**src/rtl/regfile_wr_arbiter_if.sv**
```systemverilog
`default_nettype none
// ============================================================================
//  Module   : regfile_wr_arbiter_if
//  Purpose  : Bundles the two requester channels and the registered write
//             port of the register-bank write arbiter.
//  Ports    : req0/1, addr0/1, data0/1, lock0/1  requester side
//             gnt0/1                              combinational accepts
//             we_o, wdata_o                       registered bank write port
//             owner_o                             current lock owner
//  Revision : 1.0  initial release
// ============================================================================
interface regfile_wr_arbiter_if #(
   parameter int NREG = 8,
   parameter int AW   = 3,
   parameter int DW   = 16
);
   logic            req0;
   logic            req1;
   logic [AW-1:0]   addr0;
   logic [AW-1:0]   addr1;
   logic [DW-1:0]   data0;
   logic [DW-1:0]   data1;
   logic            lock0;
   logic            lock1;
   logic            gnt0;
   logic            gnt1;
   logic [NREG-1:0] we_o;
   logic [DW-1:0]   wdata_o;
   logic [1:0]      owner_o;

   // Requesters and bank side
   modport master (
      output req0, req1, addr0, addr1, data0, data1, lock0, lock1,
      input  gnt0, gnt1, we_o, wdata_o, owner_o
   );

   // Arbiter side
   modport slave (
      input  req0, req1, addr0, addr1, data0, data1, lock0, lock1,
      output gnt0, gnt1, we_o, wdata_o, owner_o
   );
endinterface
`default_nettype wire

```
**src/rtl/regfile_wr_arbiter.sv**
```systemverilog
`default_nettype none
// ============================================================================
//  Module   : regfile_wr_arbiter
//  Purpose  : Shares the single register-bank write port between core
//             write-back (requester 0) and the load/debug port (requester 1).
//             Round-robin on ties, optional locked bursts with an idle
//             timeout, registered one-hot write enable and write data.
//  Ports    : clk      clock, rising edge
//             rst      asynchronous active-high reset
//             bus      regfile_wr_arbiter_if.slave (requests, grants,
//                      we_o / wdata_o / owner_o)
//  Revision : 1.0  initial release
// ============================================================================
module regfile_wr_arbiter #(
   parameter int NREG     = 8,
   parameter int AW       = 3,
   parameter int DW       = 16,
   parameter int R0_ZERO  = 1,
   parameter int MAX_LOCK = 15
) (
   input wire clk,
   input wire rst,
   regfile_wr_arbiter_if.slave bus
);

   // Encoding chosen so the state drives owner_o directly.
   typedef enum logic [1:0] {
      ST_IDLE = 2'b00,
      ST_OWN0 = 2'b01,
      ST_OWN1 = 2'b10
   } state_t;

   localparam logic [7:0] C_MAX_LOCK = 8'(MAX_LOCK);

   state_t          state_q, state_d;
   logic            rr_last_q, rr_last_d;
   logic [7:0]      idle_cnt_q, idle_cnt_d;
   logic [NREG-1:0] we_q, we_d;
   logic [DW-1:0]   wdata_q, wdata_d;

   logic            gnt0;
   logic            gnt1;
   logic [AW-1:0]   sel_addr;
   logic [DW-1:0]   sel_data;
   logic            sel_lock;
   logic [7:0]      idle_inc;

   assign idle_inc = idle_cnt_q + 8'd1;

   always_comb begin
      state_d    = state_q;
      rr_last_d  = rr_last_q;
      idle_cnt_d = idle_cnt_q;
      we_d       = '0;
      wdata_d    = wdata_q;
      gnt0       = 1'b0;
      gnt1       = 1'b0;

      // Grants look only at req, state and rr_last, never at addr/data.
      case (state_q)
         ST_IDLE: begin
            // rr_last=1 means requester 1 won last, so 0 takes the tie.
            if (bus.req0 && (!bus.req1 || rr_last_q)) begin
               gnt0 = 1'b1;
            end else if (bus.req1) begin
               gnt1 = 1'b1;
            end
         end
         ST_OWN0: gnt0 = bus.req0;
         ST_OWN1: gnt1 = bus.req1;
         default: begin
            gnt0 = 1'b0;
            gnt1 = 1'b0;
         end
      endcase

      sel_addr = gnt1 ? bus.addr1 : bus.addr0;
      sel_data = gnt1 ? bus.data1 : bus.data0;
      sel_lock = gnt1 ? bus.lock1 : bus.lock0;

      if (gnt0 || gnt1) begin
         rr_last_d  = gnt1;
         idle_cnt_d = '0;
         wdata_d    = sel_data;
         // R0 stays hardwired to zero: grant completes, enable is dropped.
         if (!((R0_ZERO != 0) && (sel_addr == '0))) begin
            we_d[sel_addr] = 1'b1;
         end
         if (sel_lock) begin
            state_d = gnt1 ? ST_OWN1 : ST_OWN0;
         end else begin
            state_d = ST_IDLE;
         end
      end else if (state_q != ST_IDLE) begin
         // Owner idle: force release on the cycle the count reaches the limit.
         if (idle_inc >= C_MAX_LOCK) begin
            state_d    = ST_IDLE;
            idle_cnt_d = '0;
         end else begin
            idle_cnt_d = idle_inc;
         end
      end
   end

   always_ff @(posedge clk or posedge rst) begin
      if (rst) begin
         state_q    <= ST_IDLE;
         rr_last_q  <= 1'b1;
         idle_cnt_q <= '0;
         we_q       <= '0;
         wdata_q    <= '0;
      end else begin
         state_q    <= state_d;
         rr_last_q  <= rr_last_d;
         idle_cnt_q <= idle_cnt_d;
         we_q       <= we_d;
         wdata_q    <= wdata_d;
      end
   end

   assign bus.gnt0    = gnt0;
   assign bus.gnt1    = gnt1;
   assign bus.we_o    = we_q;
   assign bus.wdata_o = wdata_q;
   assign bus.owner_o = state_q;

endmodule
`default_nettype wire

```
**src/flat_wrapper.sv**
```systemverilog
// flat-port wrapper written by rule: the top's interface ports become plain ports
module regfile_wr_arbiter_flat 
#(
   parameter int NREG     = 8,
   parameter int AW       = 3,
   parameter int DW       = 16,
   parameter int R0_ZERO  = 1,
   parameter int MAX_LOCK = 15
)
  (clk, rst, bus_req0, bus_req1, bus_addr0, bus_addr1, bus_data0, bus_data1, bus_lock0, bus_lock1, bus_gnt0, bus_gnt1, bus_we_o, bus_wdata_o, bus_owner_o);
  regfile_wr_arbiter_if #(.NREG(NREG), .AW(AW), .DW(DW)) bus_i ();
  input wire clk;
  input wire rst;
  input wire logic [$bits(bus_i.req0)-1:0] bus_req0;
  input wire logic [$bits(bus_i.req1)-1:0] bus_req1;
  input wire logic [$bits(bus_i.addr0)-1:0] bus_addr0;
  input wire logic [$bits(bus_i.addr1)-1:0] bus_addr1;
  input wire logic [$bits(bus_i.data0)-1:0] bus_data0;
  input wire logic [$bits(bus_i.data1)-1:0] bus_data1;
  input wire logic [$bits(bus_i.lock0)-1:0] bus_lock0;
  input wire logic [$bits(bus_i.lock1)-1:0] bus_lock1;
  output wire logic [$bits(bus_i.gnt0)-1:0] bus_gnt0;
  output wire logic [$bits(bus_i.gnt1)-1:0] bus_gnt1;
  output wire logic [$bits(bus_i.we_o)-1:0] bus_we_o;
  output wire logic [$bits(bus_i.wdata_o)-1:0] bus_wdata_o;
  output wire logic [$bits(bus_i.owner_o)-1:0] bus_owner_o;
  assign bus_i.req0 = bus_req0;
  assign bus_i.req1 = bus_req1;
  assign bus_i.addr0 = bus_addr0;
  assign bus_i.addr1 = bus_addr1;
  assign bus_i.data0 = bus_data0;
  assign bus_i.data1 = bus_data1;
  assign bus_i.lock0 = bus_lock0;
  assign bus_i.lock1 = bus_lock1;
  assign bus_gnt0 = bus_i.gnt0;
  assign bus_gnt1 = bus_i.gnt1;
  assign bus_we_o = bus_i.we_o;
  assign bus_wdata_o = bus_i.wdata_o;
  assign bus_owner_o = bus_i.owner_o;
  regfile_wr_arbiter #(.NREG(NREG), .AW(AW), .DW(DW), .R0_ZERO(R0_ZERO), .MAX_LOCK(MAX_LOCK)) u_core (.clk(clk), .rst(rst), .bus(bus_i));
endmodule
```
**config.mk**
```make
export PLATFORM = sky130hd
export DESIGN_NAME = regfile_wr_arbiter_flat
export DESIGN_NICKNAME = d
export VERILOG_FILES = /design/src/rtl/regfile_wr_arbiter_if.sv /design/src/rtl/regfile_wr_arbiter.sv /design/src/flat_wrapper.sv
export SDC_FILE = /design/constraint.sdc
export NUM_CORES = 1
export LEC_CHECK = 0
export BUFFER_PORTS_ARGS = -buffer_cell sky130_fd_sc_hd__buf_2
export CORE_MARGIN = 2
export CORE_UTILIZATION = 50
export CTS_CLUSTER_DIAMETER = 200
export DETAILED_ROUTE_END_ITERATION = 16
export PLACE_DENSITY = 0.92
export SETUP_SLACK_MARGIN = 0.05
export SKIP_CTS_REPAIR_TIMING = 1
export SLEW_MARGIN = 20
export SYNTH_ARGS = -nofsm -noshare
export SYNTH_HDL_FRONTEND = slang
export SYNTH_SLANG_ARGS = --single-unit
```
**constraint.sdc**
```tcl
create_clock -name clk -period 4.3 [get_ports clk]
set_input_delay 0.645 -clock clk [delete_from_list [all_inputs] [get_ports clk]]
set_output_delay 0.645 -clock clk [all_outputs]
set_load 0.005 [all_outputs]
```
After elaboration in Yosys (flattened, before gate mapping). Index checks and enable logic that the tools add are counted.

Flip-flop bits (word level): 35. Bits of input ports: 44. Output and inout port bits: 28.

Add/sub/neg operators: 1. Mux-type cells: 20. Eq/ne operators: 2. Order comparisons: 3. Reductions and logical operators: 11.

Operator list (number): $mux 8 (5); $mux 16 (1); $mux 2 (5); $add 8x1->8 const B (1); $ge 8x4->1 const B (1); $reduce_bool 2->1 (3); $mux 1 (5); $lt 3x4->1 const B (1); $pmux 1 s2 (2); $demux 1 s3 (1); $ge 3x1->1 const B (1); $logic_not 3->1 (1); $mux 3 (1); $eq 2x1->1 const B (1); $eq 2x2->1 const B (1); $logic_and 1x1->1 (2); $logic_not 2->1 (1); $logic_or 1x1->1 (2); $reduce_and 2->1 (1); $logic_not 1->1 (1).

Longest topological paths before layout.
Depth in word-level cells: 12. Mapped depth: 6. Mapped depth without buffers: 6.

Worst setup path before layout. OpenSTA, ideal clock, no wires.

Path type: in2out. Start: input port bus_req1. End: output port bus_gnt1. Path slack: 2.424 ns. Stages on the path: 3. Arrival time: 1.231 ns. Path through: nand2b_4 -> a31oi_4 -> clkbuf_1.

Longest elaborated chain between the ends: 5. Elaborated cells between the ends (all ways): 6. Those cells by class: 3 x mux; 3 x reduce/logical.

Ends and longest elaborated chain: from (decl) (line flat_wrapper.sv:15) `input wire logic [$bits(bus_i.req1)-1:0] bus_req1;`; $logic_not 1->1 (line regfile_wr_arbiter.sv:63) `if (bus.req0 && (!bus.req1 || rr_last_q)) begin`; $logic_or 1x1->1 (line regfile_wr_arbiter.sv:63); $logic_and 1x1->1 (line regfile_wr_arbiter.sv:63); $mux 1 (line regfile_wr_arbiter.sv:63); $pmux 1 s2 * (line regfile_wr_arbiter.sv:60) `case (state_q)`; to (decl) (line flat_wrapper.sv:23) `output wire logic [$bits(bus_i.gnt1)-1:0] bus_gnt1;`.

Every way passes the cells marked *; elsewhere a longest branch is shown, timed or not.

Worst setup path after layout.
Start: register u_core.rr_last_q. End: output port bus_gnt0.

Longest elaborated chain between the ends: 4.

Ends and longest elaborated chain: from (decl) (line regfile_wr_arbiter.sv:36) `logic rr_last_q, rr_last_d;`; from (signal assigned) (line regfile_wr_arbiter.sv:114) `rr_last_q <= rr_last_d;`; $logic_or 1x1->1 (line regfile_wr_arbiter.sv:63); $logic_and 1x1->1 (line regfile_wr_arbiter.sv:63); $mux 1 (line regfile_wr_arbiter.sv:63); $pmux 1 s2 (line regfile_wr_arbiter.sv:60); to (decl) (line flat_wrapper.sv:22) `output wire logic [$bits(bus_i.gnt0)-1:0] bus_gnt0;`.

Every way passes these cells.

==> summary.txt <==
Final layout
  – Layout cells sized above 1: 40.27%
  – Most frequent cells in the layout: buf_2 (71), dfrtp_1 (34), inv_1 (21)
  – Cell area after layout: 2064 sq um
  – Final Util: between 60% and 70%
  – Final net count: 266
  – Commonest non-fill, non-tap cell in the layout: buf_2
  – Area Overhead vs Synth: 26.83%
  – N_diodes: 0

Timing
  – Worst-margin pin slew: between 700 and 800 ps
  – RSZ-0062 raised after global routing: false
  – Slew Viols, Final: 0
  – Hold WS: between 300 and 400 ps
  – Clk_skew: slightly above 7 ps
  – Final number of setup-violating endpoints: 0
  – Final Hold Fails: 0
  – Tcrit/Tclk final: 57.58%
  – Worst rel slew slack: between 40% and 50%
  – Fmax: just over 0.4 GHz
  – Min Tclk post-route: 2476 ps
  – Setup TNS: 0 ps

Logic synthesis
  – Syn avg cell area: 11.07 sq um
  – Mapped Cells: 147
  – Post-synth cell types: slightly above 40
  – Yosys reg bits: 35
  – Syn. warnings: 0
  – Top_reg_cell synth: dfrtp_1
  – EDFF count, synth: 0
  – Net Count, Synth: 193
  – Synthesized area: 1628 sq um
  – Sequential-to-total area share from yosys stat: 53.88%
  – Async SR Flop Fraction: 100.0%

Placed design
  – Dpl hpwl: around 2.7 mm
  – GPL Wtd Cong: around 0.76
  – Dpl cell area: 2014 sq um
  – IO buf count: between 70 and 80

Critical path
  – Critical path arrival: 1830 ps
  – CP required: 3650 ps
  – Worst r2r dst: u_core.idle_cnt_q[3]
  – Reg-to-reg slack, setup: between 2000 and 2500 ps
  – Crit end category: output port
  – R2R Path Start: u_core.bus.owner_o[0]
  – CP Max Fanout: 18
  – CP Launch Type: flop
  – R2R depth: 5
  – Crit path to: bus_gnt0
  – Worst path max stage delay: 590 ps
  – CP cell instances: nor2_1 > nor2_2 > buf_2
  – Slowest CP cell: nor2_2
  – Setup CP Type: reg2out
  – Crit path launch: u_core.rr_last_q

Global routing
  – Gr usage total: 19.98%
  – Gr ovfl total: 0
  – Initial antenna violation count: 0
  – First-pass GRT wire length: 5.306 mm
  – Largest net degree at the start of global routing: 36
  – Via count of the first global-routing pass: 1240

Clock tree
  – CTS root buf: clkbuf_4
  – Clock transition at path regs: 100 ps
  – CTS tree: yes
  – Max Root-Sink Buffers: 2
  – Total CTS buffers: 5
  – Clock latency at the later pin of the worst-skew pair: about 340 ps
  – H-tree depth: 2
  – Number of clock sinks: 35

Route
  – Vias after detailed routing: 1425
  – Vias per cell: 5.377
  – Drt pass-1 iters: 6
  – M1 wire length: 1.498 mm
  – DRT iter0 DRCs: about 100
  – WL final: 3.658 mm
  – Met2 WL: 1.840 mm
  – Drc violations: 0
  – Uppermost routed layer: met4
  – Met3 wire len: 250 um
  – Routed WL per cell: 13.80 um
  – Antenna Nets Post-Route: 0

Floorplan
  – # IOs: 72
  – CORE AREA: 3078 sq um
  – DIE AREA: roughly 3700 sq um
  – Die Height: 61.06 um
  – Starting density of the core: 52.89%
  – Standard-cell rows: 20
  – Die W: 61.06 um

Pwr
  – Leak Pwr: 1.114 nW
  – Pwr dens: 425.1 nW/um^2
  – Maximum vdd drop: ~0.23 mV

Status
  – Status: finished clean

Worst hold path
  – Worst min path class: in2async

Run
  – Max-cap violation count: 0
flip-flops by register name, indices dropped and copies added (netlist names):
register,count
u_core.bus.wdata_o,16
u_core.idle_cnt_q,8
u_core.rr_last_q,1
u_core.bus.we_o,8
u_core.bus.owner_o,2
synthesized netlist by cell type (3+ instances only):
cell type,n,area share [%]
a222oi_1,16,9.8
a31oi_1,4,1.5
and2_1,5,1.9
buf_2,4,1.2
dfrtp_1,34,52
inv_1,21,4.8
nand2_1,9,2.1
nand4_1,3,1.2
nor2_1,9,2.1
nor3b_1,3,1.4
through the flow:
step	total power, W	cells	worst slack (ps)
floorplan	0.0006086	147	2424
finish	0.0008777	265	1824
detailed placement	0.0007240	257	1938
global route	0.0009370	265	1743
global placement	0.0007094	257	1982
CTS	0.0008850	265	1850
kinds of logic after synthesis:
| kind of cell | Yosys count | share of synthesized area (%) |
|---|---|---|
| flip-flops | 35 | 53.88 |
| AO/OA/AOI/OAI | 33 | 19.83 |
| multiplexers | 1 | 0.6149 |
| adder cells (fa/ha/maj) | 2 | 1.537 |
| other | 1 | 0.2304 |
| AND/OR/NAND/NOR | 46 | 16.14 |
| XOR/XNOR | 1 | 0.5381 |
| buffers and inverters | 28 | 7.226 |
report_power, final:
group	internal (W)	leakage, nW	switching (W)
combinational	0.000128	0.636	0.000141
clock	0.0000636	0.0293	0.0000999
sequential	0.000396	0.449	0.0000486
total	0.000588	1.11	0.000289
worst max-delay path, delay by kind of cell, from the launching register on:
family	cells	cell delay, ps
DFF	1	580
buffers and inverters	1	240
and+or+nand+nor	2	670
layer usage:
metal,vias up,GRT usage [%]
met4,0,9.938
met3,10,5.252
met2,64,34.50
met5,-,0
li1,681,-
met1,670,22.88
worst min-delay path by stage:
| stage | startpoint | to | slack, ps | cells past startpoint |
|---|---|---|---|---|
| CTS | rst | u_core.bus.we_o[0] | 390 | 3 |
| finish | rst | u_core.bus.we_o[0] | 370 | 3 |
| global route | rst | u_core.idle_cnt_q[0] | 420 | 3 |
| global placement | u_core.bus.wdata_o[7] | u_core.bus.wdata_o[7] | 490 | 2 |
| detailed placement | u_core.bus.wdata_o[7] | u_core.bus.wdata_o[7] | 500 | 2 |
| floorplan | u_core.idle_cnt_q[7] | u_core.idle_cnt_q[7] | 460 | 1 |
final cells by class:
| type | instances | area (sq um) |
|---|---|---|
| clock buffer | 7 | 45.04 |
| clock inverter | 1 | 5.005 |
| inverter | 21 | 78.83 |
| multi-input combinational | 84 | 633.1 |
| tap | 44 | 55.05 |
| timing repair buffer | 73 | 370.4 |
| sequential | 35 | 877.1 |
| fill | 233 | 1013 |
Power figures use the tool's default switching activity.
